[config.mk]
export PLATFORM = sky130hd
export DESIGN_NAME = ahb_master
export DESIGN_NICKNAME = d
export VERILOG_FILES = /design/src/rtl/ahb_master.sv
export SDC_FILE = /design/constraint.sdc
export NUM_CORES = 1
export LEC_CHECK = 0
export ABC_AREA = 1
export CORE_MARGIN = 2
export CORE_UTILIZATION = 40
export CTS_CLUSTER_SIZE = 16
export DETAILED_ROUTE_END_ITERATION = 7
export PLACE_DENSITY = 0.85
export SLEW_MARGIN = 20
export SYNTH_ARGS = -nofsm -noshare
export SYNTH_HDL_FRONTEND = slang
export SYNTH_SLANG_ARGS = --single-unit
export TNS_END_PERCENT = 100
[constraint.sdc]
create_clock -name hclk -period 3.15 [get_ports hclk]
set_input_delay 0.63 -clock hclk [delete_from_list [all_inputs] [get_ports hclk]]
set_output_delay 0.63 -clock hclk [all_outputs]
set_load 0.05 [all_outputs]
[src/rtl/ahb_master.sv]
// rtl/ahb_master.sv - single-outstanding AHB-Lite master for core load/store requests
// Optional misalignment trap: define AHB_MASTER_ALIGN_CHK_EN.
module ahb_master (
    input  logic        hclk,
    input  logic        hresetn,
    input  logic        req_valid,
    output logic        req_ready,
    input  logic        req_write,
    input  logic [31:0] req_addr,
    input  logic [1:0]  req_size,
    input  logic [31:0] req_wdata,
    output logic        rsp_valid,
    output logic [31:0] rsp_rdata,
    output logic        rsp_err,
    output logic [31:0] haddr,
    output logic [1:0]  htrans,
    output logic        hwrite,
    output logic [2:0]  hsize,
    output logic [2:0]  hburst,
    output logic [3:0]  hprot,
    output logic [31:0] hwdata,
    input  logic [31:0] hrdata,
    input  logic        hready,
    input  logic        hresp
);

    localparam logic [1:0] HTRANS_IDLE   = 2'b00;
    localparam logic [1:0] HTRANS_NONSEQ = 2'b10;

    typedef enum logic [1:0] {
        S_IDLE,
        S_ADDR,
        S_DATA
    } state_t;

    state_t state;
    logic   misaligned;
    logic   accept;

`ifdef AHB_MASTER_ALIGN_CHK_EN
    always_comb begin
        misaligned = 1'b0;
        case (req_size)
            2'd1:    misaligned = req_addr[0];
            2'd2:    misaligned = |req_addr[1:0];
            2'd3:    misaligned = 1'b1;
            default: misaligned = 1'b0;
        endcase
    end
`else
    assign misaligned = 1'b0;
`endif

    assign accept = req_valid && req_ready;
    assign hburst = 3'b000;
    assign hprot  = 4'b0011;

    always_ff @(posedge hclk or negedge hresetn) begin
        if (!hresetn) begin
            state     <= S_IDLE;
            req_ready <= 1'b1;
            rsp_valid <= 1'b0;
            rsp_rdata <= 32'h0;
            rsp_err   <= 1'b0;
            haddr     <= 32'h0;
            htrans    <= HTRANS_IDLE;
            hwrite    <= 1'b0;
            hsize     <= 3'b010;
            hwdata    <= 32'h0;
        end else begin
            rsp_valid <= 1'b0;
            rsp_err   <= 1'b0;
            case (state)
                S_IDLE: begin
                    // req_ready drops for one cycle after a trapped request
                    req_ready <= 1'b1;
                    if (accept) begin
                        req_ready <= 1'b0;
                        if (misaligned) begin
                            rsp_valid <= 1'b1;
                            rsp_err   <= 1'b1;
                            rsp_rdata <= 32'h0;
                        end else begin
                            haddr  <= req_addr;
                            hwrite <= req_write;
                            hsize  <= {1'b0, req_size};
                            hwdata <= req_wdata;
                            htrans <= HTRANS_NONSEQ;
                            state  <= S_ADDR;
                        end
                    end
                end
                S_ADDR: begin
                    if (hready) begin
                        htrans <= HTRANS_IDLE;
                        state  <= S_DATA;
                    end
                end
                S_DATA: begin
                    // the first ERROR cycle has hready low and is just another wait state
                    if (hready) begin
                        rsp_valid <= 1'b1;
                        rsp_err   <= hresp;
                        rsp_rdata <= (!hwrite && !hresp) ? hrdata : 32'h0;
                        req_ready <= 1'b1;
                        state     <= S_IDLE;
                    end
                end
                default: begin
                    htrans    <= HTRANS_IDLE;
                    req_ready <= 1'b1;
                    state     <= S_IDLE;
                end
            endcase
        end
    end

endmodule

==> results by group <==
Floorplan
  • CORE AREA: 0.0103 sq mm
  • Die ar.: 0.0114 sq mm
  • Die H: 107 microns
  • FP Rows: 37
  • Initial Util: 41.0%
  • Die W: 107 microns
  • IO Pins: 216

Worst setup path
  • CP bufs+invs: 1
  • Startpoint Class: flop
  • RR Startpoint: req_ready
  • CP max FO: 3
  • Critical Path Max Stage Delay: 810 ps
  • Reg2reg end: haddr[11]
  • Slowest-stage cell, CP: clkdlybuf4s50_1
  • Critical path, cell by cell: clkdlybuf4s50_1
  • Setup crit end kind: primary output
  • CP Class: reg2out
  • R2r worst-path depth: 5
  • Worst endpoint required time: 2520 ps
  • FF-to-FF setup slack: 1530 ps
  • Worst EP arrival: 1730 ps
  • Crit-path leading delay family: buffers and inverters

CTS
  • Hold-fix buffers at CTS: 0
  • Post-CTS resize count: 0
  • CTS H-Tree Depth: 3
  • Clock Tree Buf Depth: 2
  • Worst-path clk slew: 100 ps
  • CTS sink count: 105
  • CTS Root Cell: clkbuf_8
  • Clk_lat worst skew: 360 ps
  • Number of setup buffers added after CTS: 0
  • Total CTS buffers: 9
  • TritonCTS clock tree: done

Synth
  • Synth warn: 0
  • Register area share after synthesis: 62.4%
  • Seq cells post-synth: 105
  • Yosys top cell by area: dfrtp_1
  • Syn Inst Count: 467
  • Synth unique cells: 15
  • Post-Syn Area: 0.00422 sq mm
  • Share of the synthesized area in the top cell type: 61.1%
  • Synthesized area per cell: 9.03 sq um
  • Largest cells by area after synthesis: dfrtp_1 (61%), nand2_1 (18%), nand3_1 (8.3%), buf_4 (3.0%), o21ai_0 (2.7%)

Drt
  • Drt total wl: 11700 microns
  • Drt drc: 0
  • Wire per inst: 14.7 microns
  • TritonRoute pass-1 iters: 4
  • Routed Antenna Nets: 0
  • Via-per-instance ratio: 4.81
  • Vias: 3833
  • Starting DRT DRC Count: 279

GRT
  • Largest net degree at the start of global routing: 68
  • Initial antenna violation count: 0
  • Gr usage total: 20.2%
  • First-pass GRT wire length: 18100 microns
  • Global route overflow: 0
  • Vias in the first global route: 3656

Placement
  • RD Place Congestion: 0.807
  • Placed Area: 0.00631 sq mm
  • Placed Cells: 781
  • Setup slack after placement: 450 ps
  • I/O Buffers: 206
  • Final HPWL DP: 8380 microns

Timing
  • Worst Slack Setup Final: 793 ps
  • Final Hold Fails: 0
  • Final Max Slew Viols: 0
  • Tightest Pin Transition: 675 ps
  • Fmax: 0.424 GHz
  • Setup TNS: 0 ps
  • # setup viols final: 0
  • Worst slew margin: 55.0%
  • Period utilisation layout: 74.8%
  • RSZ-0062 raised after global routing: no
  • Clock skew: 13.2 ps
  • Fin crit period: 2360 ps

Layout
  • Fin nets: 760
  • Area growth, synth to finish: 54.1%
  • Layout Cells excl Fill: 797
  • Design Area, Final: 0.00649 sq mm
  • Ant. Diodes: 0
  • Share of layout cells above drive strength 1: 4.39%

Pwr
  • LEAKAGE: 3.04 nW
  • PwrDens: 1170 mW/mm^2
  • Peak supply drop: 0.658 mV
  • Power Total: 7.59 mW

Outcome
  • Status: completed

Flow run
  • Max-cap violations: 0

Min path
  • HP Class: in2async
## layer usage
layer / track usage [%] / routed length, microns / vias up / share of wire [%]
li1: - / - / 1843 / -
met1: 25.8 / 4810 / 1811 / 41
met2: 33.3 / 5770 / 168 / 49
met3: 5.53 / 1030 / 11 / 8.7
met4: 6.59 / 122 / 0 / 1.0
met5: 0 / 0 / - / 0
## final cells by class
type,count,area (sq um)
fill,844,3780
sequential,105,2630
timing repair buffer,211,2120
multi-input combinational,323,1370
tap,136,170
clock buffer,10,138
clock inverter,6,43.8
inverter,6,22.5
## sequential cells by signal, indices dropped and copies added (netlist names)
register	cells
rsp_valid	1
haddr	32
hwdata	32
req_ready	1
rsp_err	1
hwrite	1
hsize	2
rsp_rdata	32
htrans	1
state	2
## synth_stat cells
master / count
nand2_1: 206
dfrtp_1: 103
nand3_1: 70
o21ai_0: 23
buf_2: 17
buf_4: 17
o21ai_1: 12
clkbuf_1: 5
inv_1: 5
conb_1: 2
dfstp_2: 2
nor2_1: 2
buf_6: 1
clkinv_1: 1
nor2_2: 1
## cells by family after synthesis
family          Yosys count  share of synthesized area, %
simple gates            279                          27.0
flops                   105                          62.4
compound gates           35                          4.16
buf+inv                  46                          6.29
other cells               2                         0.178
## layout by cell type, fill, tap and decap left out, types with 2 or more instances in the layout
cell and n:
clkdlybuf4s50_1 205, clkbuf_8 10, inv_1 5, clkinvlp_4 4, o21ai_1 12, nand3_1 69, buf_4 4, conb_1 9
dfrtp_1 103, dfstp_2 2, o21ai_0 23, nand2_1 205, buf_12 2
## metrics by stage
| stage | hold WS (ps) | utilization, % |
|---|---|---|
| 4_1_cts | 285 | 63.1 |
| 2_1_floorplan | 334 | - |
| 3_3_place_gp | 452 | 61.4 |
| 6_report | 267 | 63.2 |
| 3_5_place_dp | 457 | 61.4 |
| 5_1_grt | 308 | 63.2 |
## power breakdown
| part | switching, mW | total [mW] | leakage [nW] | internal (mW) |
|---|---|---|---|---|
| sequential | 0.342 | 2.28 | 1.34 | 1.94 |
| clock | 0.453 | 0.762 | 0.0805 | 0.309 |
| combinational | 3.14 | 4.54 | 1.62 | 1.40 |
## worst max-delay path by stage
stage / cells after the start / from / slack, ps / endpoint
after CTS: 1 / req_ready / 760 / req_ready
after global placement: 3 / hready / 660 / rsp_rdata[12]
final: 1 / req_ready / 790 / req_ready
after detailed placement: 3 / hready / 450 / rsp_rdata[24]
after floorplan: 6 / req_ready / 1750 / haddr[10]
after global routing: 1 / req_ready / 730 / req_ready
No activity file was read; power rests on OpenSTA's default activity.
